**src/rtl/timer_apb_pkg.sv**
```systemverilog
// Shared definitions for the timer APB initiator: FSM encoding, bus widths
// and the timer register map.
package timer_apb_pkg;

  typedef enum logic [1:0] {
    ST_IDLE   = 2'd0,
    ST_SETUP  = 2'd1,
    ST_ACCESS = 2'd2,
    ST_RESP   = 2'd3
  } apb_state_e;

  localparam int APB_ADDR_W = 12;
  localparam int APB_DATA_W = 32;

  localparam logic [11:0] TCR_OFF   = 12'h000;
  localparam logic [11:0] TDR0_OFF  = 12'h004;
  localparam logic [11:0] TDR1_OFF  = 12'h008;
  localparam logic [11:0] TCMP0_OFF = 12'h00C;
  localparam logic [11:0] TCMP1_OFF = 12'h010;
  localparam logic [11:0] TIER_OFF  = 12'h014;
  localparam logic [11:0] TISR_OFF  = 12'h018;
  localparam logic [11:0] THCSR_OFF = 12'h01C;

endpackage

```
**src/rtl/apb_timeout_cnt.sv**
```systemverilog
// Saturating ACCESS-phase wait counter; expire flags the last allowed
// wait cycle so the FSM leaves ACCESS after exactly TIMEOUT_CYC cycles.
module apb_timeout_cnt #(
  parameter int TIMEOUT_CYC = 255
) (
  input  logic clk,
  input  logic rst_n,
  input  logic clr,
  input  logic en,
  output logic expire
);

  localparam int CNT_W = $clog2(TIMEOUT_CYC + 1);
  localparam logic [CNT_W-1:0] CNT_LAST = CNT_W'(TIMEOUT_CYC - 1);
  localparam logic [CNT_W-1:0] CNT_MAX  = CNT_W'(TIMEOUT_CYC);

  logic [CNT_W-1:0] cnt;

  always_ff @(posedge clk or negedge rst_n) begin
    if (!rst_n)                     cnt <= '0;
    else if (clr)                   cnt <= '0;
    else if (en && cnt != CNT_MAX)  cnt <= cnt + CNT_W'(1);
  end

  assign expire = en && (cnt >= CNT_LAST);

endmodule

```
**src/rtl/apb_initiator.sv**
```systemverilog
// Single-outstanding APB requester: command handshake in, SETUP/ACCESS
// sequencing with bounded pready wait, response handshake out.
module apb_initiator
  import timer_apb_pkg::*;
#(
  parameter int ADDR_W      = APB_ADDR_W,
  parameter int DATA_W      = APB_DATA_W,
  parameter int TIMEOUT_CYC = 255
) (
  input  logic                clk,
  input  logic                rst_n,
  input  logic                cmd_valid,
  output logic                cmd_ready,
  input  logic                cmd_write,
  input  logic [ADDR_W-1:0]   cmd_addr,
  input  logic [DATA_W-1:0]   cmd_wdata,
  input  logic [DATA_W/8-1:0] cmd_strb,
  output logic                psel,
  output logic                penable,
  output logic                pwrite,
  output logic [ADDR_W-1:0]   paddr,
  output logic [DATA_W-1:0]   pwdata,
  output logic [DATA_W/8-1:0] pstrb,
  input  logic [DATA_W-1:0]   prdata,
  input  logic                pready,
  input  logic                pslverr,
  output logic                rsp_valid,
  input  logic                rsp_ready,
  output logic [DATA_W-1:0]   rsp_rdata,
  output logic                rsp_err,
  output logic                rsp_timeout
);

  apb_state_e state;
  logic       expire;

  apb_timeout_cnt #(.TIMEOUT_CYC(TIMEOUT_CYC)) u_tmo (
    .clk    (clk),
    .rst_n  (rst_n),
    .clr    (state != ST_ACCESS),
    .en     (state == ST_ACCESS && !pready),
    .expire (expire)
  );

  assign cmd_ready = (state == ST_IDLE);

  always_ff @(posedge clk or negedge rst_n) begin
    if (!rst_n) begin
      state       <= ST_IDLE;
      psel        <= 1'b0;
      penable     <= 1'b0;
      pwrite      <= 1'b0;
      paddr       <= '0;
      pwdata      <= '0;
      pstrb       <= '0;
      rsp_valid   <= 1'b0;
      rsp_rdata   <= '0;
      rsp_err     <= 1'b0;
      rsp_timeout <= 1'b0;
    end else begin
      case (state)
        ST_IDLE: if (cmd_valid) begin
          pwrite <= cmd_write;
          paddr  <= cmd_addr;
          // reads leave pwdata untouched so the bus does not toggle needlessly
          if (cmd_write) begin
            pwdata <= cmd_wdata;
            pstrb  <= cmd_strb;
          end else begin
            pstrb  <= '0;
          end
          psel   <= 1'b1;
          state  <= ST_SETUP;
        end
        ST_SETUP: begin
          penable <= 1'b1;
          state   <= ST_ACCESS;
        end
        ST_ACCESS: if (pready) begin
          rsp_rdata   <= pwrite ? '0 : prdata;
          rsp_err     <= pslverr;
          rsp_timeout <= 1'b0;
          rsp_valid   <= 1'b1;
          psel        <= 1'b0;
          penable     <= 1'b0;
          state       <= ST_RESP;
        end else if (expire) begin
          rsp_rdata   <= '0;
          rsp_err     <= 1'b1;
          rsp_timeout <= 1'b1;
          rsp_valid   <= 1'b1;
          psel        <= 1'b0;
          penable     <= 1'b0;
          state       <= ST_RESP;
        end
        ST_RESP: if (rsp_ready) begin
          rsp_valid <= 1'b0;
          state     <= ST_IDLE;
        end
        default: state <= ST_IDLE;
      endcase
    end
  end

endmodule

```
**config.mk**
```make
export PLATFORM = sky130hd
export DESIGN_NAME = apb_initiator
export DESIGN_NICKNAME = d
export VERILOG_FILES = /design/src/rtl/timer_apb_pkg.sv /design/src/rtl/apb_timeout_cnt.sv /design/src/rtl/apb_initiator.sv
export SDC_FILE = /design/constraint.sdc
export NUM_CORES = 1
export LEC_CHECK = 0
export CORE_MARGIN = 2
export CORE_UTILIZATION = 45
export DETAILED_ROUTE_END_ITERATION = 10
export PLACE_DENSITY_LB_ADDON = 0.15
export SLEW_MARGIN = 20
export SYNTH_ARGS = -nofsm -noshare
export SYNTH_HDL_FRONTEND = slang
export SYNTH_SLANG_ARGS = --single-unit
```
**constraint.sdc**
```tcl
create_clock -name clk -period 2.5 [get_ports clk]
set_input_delay 0.5 -clock clk [delete_from_list [all_inputs] [get_ports clk]]
set_output_delay 0.5 -clock clk [all_outputs]
set_load 0.005 [all_outputs]
```
# --- Word-level counts from Yosys, hierarchy flattened ---
# Cells that the tools add are included.
classes:
  n_addsub: 1
  mul: 0
  div: 0
  n_lt_le_gt_ge: 1
  n_eq_ne: 8
  shift: 0
  n_mux: 22
  bitwise_logic: 0
  reduce_logical: 17
ops:
  columns: ["operator", "count"]
  rows:
  - ["$mux 32", 3]
  - ["$mux 8", 2]
  - ["$reduce_and 3->1", 4]
  - ["$reduce_bool 2->1", 5]
  - ["$add 8x1->8 const B", 1]
  - ["$ge 8x8->1 const B", 1]
  - ["$mux 1", 8]
  - ["$mux 2", 4]
  - ["$ne 8x8->1 const B", 1]
  - ["$pmux 2 s4", 1]
  - ["$ne 2x2->1 const B", 3]
  - ["$pmux 1 s2", 3]
  - ["$reduce_and 2->1", 3]
  - ["$eq 2x2->1 const B", 2]
  - ["$mux 4", 1]
  - ["$logic_and 1x1->1", 3]
  - ["$ne 3x3->1 const B", 1]
  - ["$eq 2x1->1 const B", 1]
  - ["$logic_not 2->1", 1]
  - ["$logic_not 1->1", 1]
word_totals:
  reg_bits: 96
  latch_bits: 0
  ramBits: 0
  romBits: 0
  in_bits: 87
  output_inout_bits: 87
  n_memories: 0

# --- Longest topological paths before layout ---
# Gate-level depths: netlist of run 1.
depth:
  depth_word: 6
  mapped_depth: 7
  mapped_depth_nobuf: 6

# --- By module ---
# From an unflattened synthesis of run 1, not the netlist that was laid out.
hier_totals:
  cells_unflattened: 404
  hier_area_um2: 4002.6
modules_own_cells:
  columns: ["module", "instances", "cells_each", "area_each_um2", "seq_area_each_um2"]
  rows:
  - ["apb_initiator", 1, 352, 3510.9, 2202.1]
  - ["apb_timeout_cnt", 1, 52, 491.7, 200.2]

# --- Worst setup path after synthesis of run 1 ---
# Ideal clock, no wire load.
synth_path:
  path_kind: "reg-to-reg"
  startpoint: "register state[0]"
  endpoint: "register pwdata[10]"
  arrival_time_ns: 1.407
  required_time_ns: 2.375
  setup_slack_ns: 0.968
  path_stages_with_launch: 6
  cell_sequence: "dfrtp_1 > inv_1 > ha_1 > nand3_1 > buf_2 > mux2_2"
synth_between:
  elab_chain_len: 2
synth_rtl:
  columns: ["item", "line", "rtl"]
  rows:
  - ["start, declared", "apb_initiator.sv:34", "apb_state_e state;"]
  - ["start signal, assigned", "apb_initiator.sv:49", "state <= ST_IDLE;"]
  - ["start signal, assigned", "apb_initiator.sv:73", "state <= ST_SETUP;"]
  - ["start signal, assigned", "apb_initiator.sv:77", "state <= ST_ACCESS;"]
  - ["$logic_not 2->1", null, null]
  - ["via cmd_ready", "apb_initiator.sv:13", "output logic cmd_ready,"]
  - ["$reduce_and 3->1 (no source line)", null, null]
  - ["end signal, assigned", "apb_initiator.sv:67", "pwdata <= cmd_wdata;"]
  - ["end, declared", "apb_initiator.sv:22", "output logic [DATA_W-1:0] pwdata,"]
# The timed path passes the listed nets, and every way through them passes these cells.
# A chain may end at the register's enable or synchronous reset.

# --- Worst setup path in the final report of run 1 ---
layout_path:
  startpoint: "register state[0]"
  endpoint: "output cmd_ready"
layout_between:
  elab_chain_len: 1
layout_rtl:
  columns: ["item", "line", "rtl"]
  rows:
  - ["$logic_not 2->1", "apb_initiator.sv:45", "assign cmd_ready = (state == ST_IDLE);"]
  - ["end, declared", "apb_initiator.sv:13", null]
# No other way between the ends.

==> parameters.txt, run 1 <==
Parameter                              Value

Outcome
  Result of the run    completed

Final layout
  Area added between synthesis and finish    53.1%
  Final cell count without fillers    557
  Commonest cells after routing, fill and taps aside    clkdlybuf4s50_1 (172), dfrtp_1 (96), mux2_2 (44)
  Most common cell after layout, fill and taps aside    clkdlybuf4s50_1
  Number of antenna diodes    0
  Number of nets in the finished design    540
  Fraction of final layout cells with drive strength greater than 1    0.155

Synthesis
  Post-Synthesis Cells    273
  Yosys Warn Count    0
  Proportion of register bits with asynchronous set or reset after synthesis    1.00
  Average instance area after synthesis    14.0 sq um
  Number of enable flip-flop cells after synthesis    0
  Syn nets    366
  Library cells used by synthesis    36
  Proportion of synthesized chip area in sequential cells    0.629
  Post-synthesis register bit count    96
  Netlist area before placement    3820 sq um
  Top_reg_cell synth    dfrtp_1

Timing
  Minimum clock period after layout    2.12 ns
  Highest achievable clock rate    0.472 GHz
  Post-Route Skew    0.0144 ns
  Worst hold margin    0.0987 ns
  Unrepaired setup endpoints after global routing    no
  Fin. Hold Viols    0
  Final number of setup-violating endpoints    0
  Setup tns final    0 ns
  Final worst-path cycle share    0.848
  Worst relative slew slack    0.681
  Slew of the pin with the lowest slew margin    0.479 ns
  Number of pins with negative max-slew slack in the final report    0

Clock network
  Buffer count from post-CTS setup fixing    0
  Hold-fix buffers at CTS    0
  Worst-path clk slew    0.09 ns
  Clock Path Buffers    2
  Number of clock buffers inserted by TritonCTS    9
  CTS sink cnt    96
  Post-CTS Resized    0
  H-tree depth    3
  Clock root buffer master    clkbuf_8
  Clock Latency Late Sink    0.35 ns
  CTS tree    built

Critical path
  Element type at the critical path end    primary output
  Length in cells of the worst reg-to-reg path    6
  Worst path required time    2.00 ns
  Data arrival, critical path    1.62 ns
  Maximum fanout along the worst path    4
  Critical path class    register to primary output
  Nature of the critical path startpoint    register
  Slack of the worst reg-to-reg path    0.77 ns

Floorplanning
  I/O pins    174
  Die height    96.2 microns
  Number of placement rows    33
  Die area    9240 sq um
  Die extent in x    96.2 microns
  Initial Utilization    0.465
  Area of the core    8220 sq um

GRT
  Vias in the first global route    2,815
  Initial antenna violation count    0
  Wire length of the first global-routing pass    13,600 microns
  Global route total overflow    0
  Largest net degree at the start of global routing    62
  Overall routing resource usage    0.194

Place
  Placed cells    541
  I/O Buffers    173
  Final weighted congestion in routability-driven placement    0.789
  Post-detailed-placement half-perimeter wirelength    6580 microns

Power
  Power density over the cells    1090 nW/um^2
  VDD IR max    0.000631 V
  Leakage power total    2.58 nW

Route
  Drc violations    0
  First-pass DRT Iterations    4
  Vias    2,866
  Via count normalized by instance count    5.15
  Number of antenna-violating nets in the routed design    0
  Total length of routed wires    9130 microns
  Number of DRC violations after detailed-routing iteration 0    76
  Routed len/inst    16.4 microns

Job
  Max-capacitance violation count    0

Worst hold path
  Min-Delay Path Class    primary input to asynchronous set/reset pin
metal layers:
metal / global-route usage / wire [microns] / vias up
met2: 0.316 / 4410 / 130
met3: 0.0548 / 719 / 19
met4: 0.0774 / 211 / 0
met5: 0 / 0 / -
li1: - / - / 1335
met1: 0.246 / 3790 / 1382
logic make-up (layout without fill, tap and decap cells):
| family | after synthesis | after routing | synth area share |
|---|---|---|---|
| flops | 96 | 96 | 0.629 |
| compound gates | 61 | 61 | 0.128 |
| simple gates | 43 | 43 | 0.0580 |
| mux | 45 | 45 | 0.132 |
| fa+ha+maj | 6 | 6 | 0.0196 |
| buf+inv | 20 | 199 | 0.0288 |
| xor+xnor | 2 | 2 | 0.00458 |
sequential cells by signal (all words and copies together), names as in the netlist:
signal       count
penable          1
pstrb            4
state            2
psel             1
u_tmo.cnt        8
paddr           12
pwrite           1
rsp_err          1
rsp_rdata       32
rsp_valid        1
rsp_timeout      1
pwdata          32
stage by stage:
stage / area, sq um / util / setup WS, ns / power, mW
global route: 5850 / 0.712 / 0.294 / 6.79
floorplan: 3820 / - / 0.968 / 3.68
CTS: 5850 / 0.712 / 0.356 / 6.44
detailed placement: 5660 / 0.688 / 0.451 / 5.43
global placement: 5660 / 0.688 / 0.481 / 5.33
finish: 5850 / 0.712 / 0.381 / 6.36
cell usage after synthesis (2+ instances only):
| library cell | number | area [sq um] |
|---|---|---|
| a21oi_1 | 5 | 25.0 |
| nor2b_1 | 2 | 12.5 |
| dfrtp_1 | 96 | 2400 |
| a22o_1 | 32 | 280 |
| inv_1 | 5 | 18.8 |
| o21bai_1 | 2 | 15.0 |
| clkbuf_1 | 2 | 7.51 |
| nand3b_1 | 2 | 15.0 |
| nand3_1 | 5 | 25.0 |
| and2_1 | 3 | 18.8 |
| buf_6 | 3 | 33.8 |
| ha_1 | 6 | 75.1 |
| nor2_1 | 10 | 37.5 |
| o211a_1 | 2 | 20.0 |
| a31oi_1 | 2 | 12.5 |
| o21ai_0 | 9 | 45.0 |
| xnor2_1 | 2 | 17.5 |
| nand2_1 | 15 | 56.3 |
| buf_2 | 10 | 50.1 |
| mux2_2 | 44 | 495 |
power by group:
group          total, mW  switching (mW)  internal (mW)
Clock              0.995           0.528          0.467
Combinational       2.77           0.912           1.86
Sequential          2.60           0.360           2.24
area by class of cell:
class                      instances  area [sq um]
sequential                        96          2400
inverter                           5          18.8
clock inverter                     6          67.6
timing repair buffer             178          1790
clock buffer                      10           128
multi-input combinational        157          1310
tap                              105           131
fill                             586          2370
final timing paths:
| path | startpoint | endpoint |
|---|---|---|
| worst max-delay path | state[0] | cmd_ready |
| worst min-delay path | rst_n | rsp_rdata[24] |
| worst max register to register | u_tmo.cnt[0] | rsp_rdata[19] |
| worst min register to register | pstrb[2] | pstrb[2] |
| max in group asynchronous | rst_n | pwdata[26] |
| min in group clk | pstrb[2] | pstrb[2] |
critical path, stage by stage (launching register included):
cell,delay (ns)
dfrtp_1,0.40
inv_1,0.11
ha_1,0.21
clkdlybuf4s50_1,0.56
(Power assumes the default switching activity.)
==> run 2, diff against run 1 <==
--- a/config.mk
+++ b/config.mk
@@ -6,7 +6,7 @@
 export NUM_CORES = 1
 export LEC_CHECK = 0
 export CORE_MARGIN = 2
-export CORE_UTILIZATION = 45
+export CORE_UTILIZATION = 37
 export DETAILED_ROUTE_END_ITERATION = 10
 export PLACE_DENSITY_LB_ADDON = 0.15
 export SLEW_MARGIN = 20
==> constraint.sdc (replaced) <==
create_clock -name clk -period 1.8 [get_ports clk]
set_input_delay 0.36 -clock clk [delete_from_list [all_inputs] [get_ports clk]]
set_output_delay 0.36 -clock clk [all_outputs]
set_load 0.005 [all_outputs]
==> parameters.txt, run 2 (synthesis results as in run 1) <==
Parameter                              Value

Outcome
  Result of the run    completed

GRT
  Overall routing resource usage    0.174
  Vias in the first global route    2,911
  Wire length of the first global-routing pass    15,100 microns
  Global route total overflow    0
  Largest net degree at the start of global routing    61
  Initial antenna violation count    0

Final layout
  Most common cell after layout, fill and taps aside    clkdlybuf4s50_1
  Commonest cells after routing, fill and taps aside    clkdlybuf4s50_1 (171), dfrtp_1 (96), mux2_2 (44)
  Fraction of final layout cells with drive strength greater than 1    0.175
  Largest registers ranked by flip-flop count    pwdata (32), rsp_rdata (32), paddr (12)
  Cell area after layout    5980 sq um
  FF+latch area    2400 sq um
  Number of antenna diodes    0
  Count of fill cells added during filler insertion    845
  Final core utilization    0.587
  Number of nets in the finished design    546
  Area added between synthesis and finish    56.4%
  Multi-input combinational cell area    1330 sq um

Place
  Final weighted congestion in routability-driven placement    0.753
  Post-detailed-placement half-perimeter wirelength    6820 microns
  I/O Buffers    173
  Placed standard-cell area    5760 sq um

Power
  Switching power of the nets    2.54 mW
  Share of power burned in registers    0.401
  Relative contribution of the clock network to total power    0.157
  Leakage power total    2.62 nW
  Internal power    6.42 mW
  Logic pwr share    0.442
  Total power consumption of the routed design    8.96 mW
  Power density over the cells    1500 nW/um^2
  VDD IR max    0.000557 V
  Switching power as a share of total power    0.284

Floorplanning
  Die height    106 microns
  Area of the core    10,200 sq um
  Die extent in x    106 microns
  I/O pins    174
  Die area    11,200 sq um
  Initial Utilization    0.375
  Number of placement rows    37

Timing
  Worst hold margin    0.451 ns
  Worst relative slew slack    0.784
  Final worst-path cycle share    0.945
  Fin. Hold Viols    0
  Unrepaired setup endpoints after global routing    no
  Minimum clock period after layout    1.70 ns
  Post-Route Skew    0.00953 ns
  Slew of the pin with the lowest slew margin    0.324 ns
  Number of pins with negative max-slew slack in the final report    0
  Highest achievable clock rate    0.588 GHz
  Setup tns final    0 ns
  Final number of setup-violating endpoints    0

Route
  First-pass DRT Iterations    4
  Vias    2,879
  Via count normalized by instance count    4.85
  Drc violations    0
  Routed len/inst    16.0 microns
  Number of antenna-violating nets in the routed design    0
  Total length of routed wires    9520 microns
  Number of DRC violations after detailed-routing iteration 0    166

Clock network
  Clock Path Buffers    2
  CTS tree    built
  CTS sink cnt    96
  Clock root buffer master    clkbuf_8
  Clock Latency Late Sink    0.36 ns
  Number of clock buffers inserted by TritonCTS    9
  Buffer count from post-CTS setup fixing    0
  Worst-path clk slew    0.09 ns
  H-tree depth    3

Critical path
  Slowest Stage Delay on Critical Path    0.42 ns
  Maximum fanout along the worst path    4
  Cells traversed along the worst timing path    inv_2 > ha_2 > dlygate4sd2_1
  CP max-delay cell    dfrtp_1
  Element type at the critical path end    primary output
  Data arrival, critical path    1.34 ns
  Nature of the critical path startpoint    register
  Worst path required time    1.44 ns
  Critical path class    register to primary output

Job
  Max-capacitance violation count    0

Worst hold path
  Min-Delay Path Class    primary input to asynchronous set/reset pin
-- run 2: cell count changes in the layout (fill, tap and decap cells not counted), moves of 2 or more --
| cell | delta |
|---|---|
| inv_2 | +2 |
| buf_12 | +2 |
| ha_2 | +2 |
| buf_4 | +3 |
| clkinvlp_4 | -2 |
| inv_1 | -2 |
| clkinv_2 | +3 |
| ha_1 | -2 |
-- run 2: power groups by stage --
stage / Combinational [mW] / Sequential (mW) / Clock, mW
final: 3.96 / 3.59 / 1.41
after global routing: 4.27 / 3.72 / 1.56
after CTS: 4.00 / 3.59 / 1.47
after detailed placement: 3.98 / 3.63 / 0
after global placement: 3.91 / 3.60 / 0
after floorplan: 1.42 / 3.68 / 0
-- run 2: layout make-up --
type | count | share of cell area
Tap cell | 136 | 0.0285
Inverter | 5 | 0.00314
Clock inverter | 6 | 0.00984
Sequential cell | 96 | 0.402
Timing Repair Buffer | 184 | 0.312
Multi-Input combinational cell | 157 | 0.222
Clock buffer | 10 | 0.0230
-- run 2: what timing repair did --
item / CTS / global route
resized for setup: 2 / 4
hold endpoints to repair: 17 / 0
hold buffers: 1 / 0
endpoints found under the setup margin: 1 / 9
-- run 2: stage by stage --
step	setup WS, ns	std cells
2_1_floorplan	0.268	273
3_3_place_gp	0.0827	577
3_5_place_dp	0.0433	577
4_1_cts	0.0418	594
5_1_grt	0.0221	594
6_report	0.0990	594
-- run 2: metal layers --
metal  share of wire  up-vias  track usage  routed length [microns]
met1            0.43     1437        0.221                     4060
li1                -     1346            -                        -
met5               0        -            0                        0
met3           0.050       15       0.0390                      471
met4           0.023        0       0.0799                      219
met2            0.50       81        0.285                     4770
-- run 2: critical path, delay by kind of cell, from the launching register on --
family,cells,cell delay (ns)
DFF,1,0.42
buffers and inverters,2,0.36
adders and majority gates,1,0.20
-- run 2: worst paths after layout --
path | start | endpoint | slack, ns | depth (start not counted)
worst max-delay path | state[1] | cmd_ready | 0.1 | 3
worst min-delay path | rst_n | pwdata[23] | 0.45 | 2
worst max register to register | u_tmo.cnt[0] | rsp_rdata[4] | 0.20 | 6
worst min register to register | pstrb[3] | pstrb[3] | 0.49 | 2
max in group asynchronous | rst_n | rsp_rdata[16] | 0.75 | 3
min in group clk | pstrb[3] | pstrb[3] | 0.49 | 2
==> run 3, diff against run 2 <==
--- a/config.mk
+++ b/config.mk
@@ -5,9 +5,11 @@
 export SDC_FILE = /design/constraint.sdc
 export NUM_CORES = 1
 export LEC_CHECK = 0
+export CAP_MARGIN = 20
 export CORE_MARGIN = 2
 export CORE_UTILIZATION = 37
 export DETAILED_ROUTE_END_ITERATION = 10
+export GPL_ROUTABILITY_DRIVEN = 0
 export PLACE_DENSITY_LB_ADDON = 0.15
 export SLEW_MARGIN = 20
 export SYNTH_ARGS = -nofsm -noshare
==> results of run 3 <==
No change in the layout: final DEF, timing and power equal those of run 2.
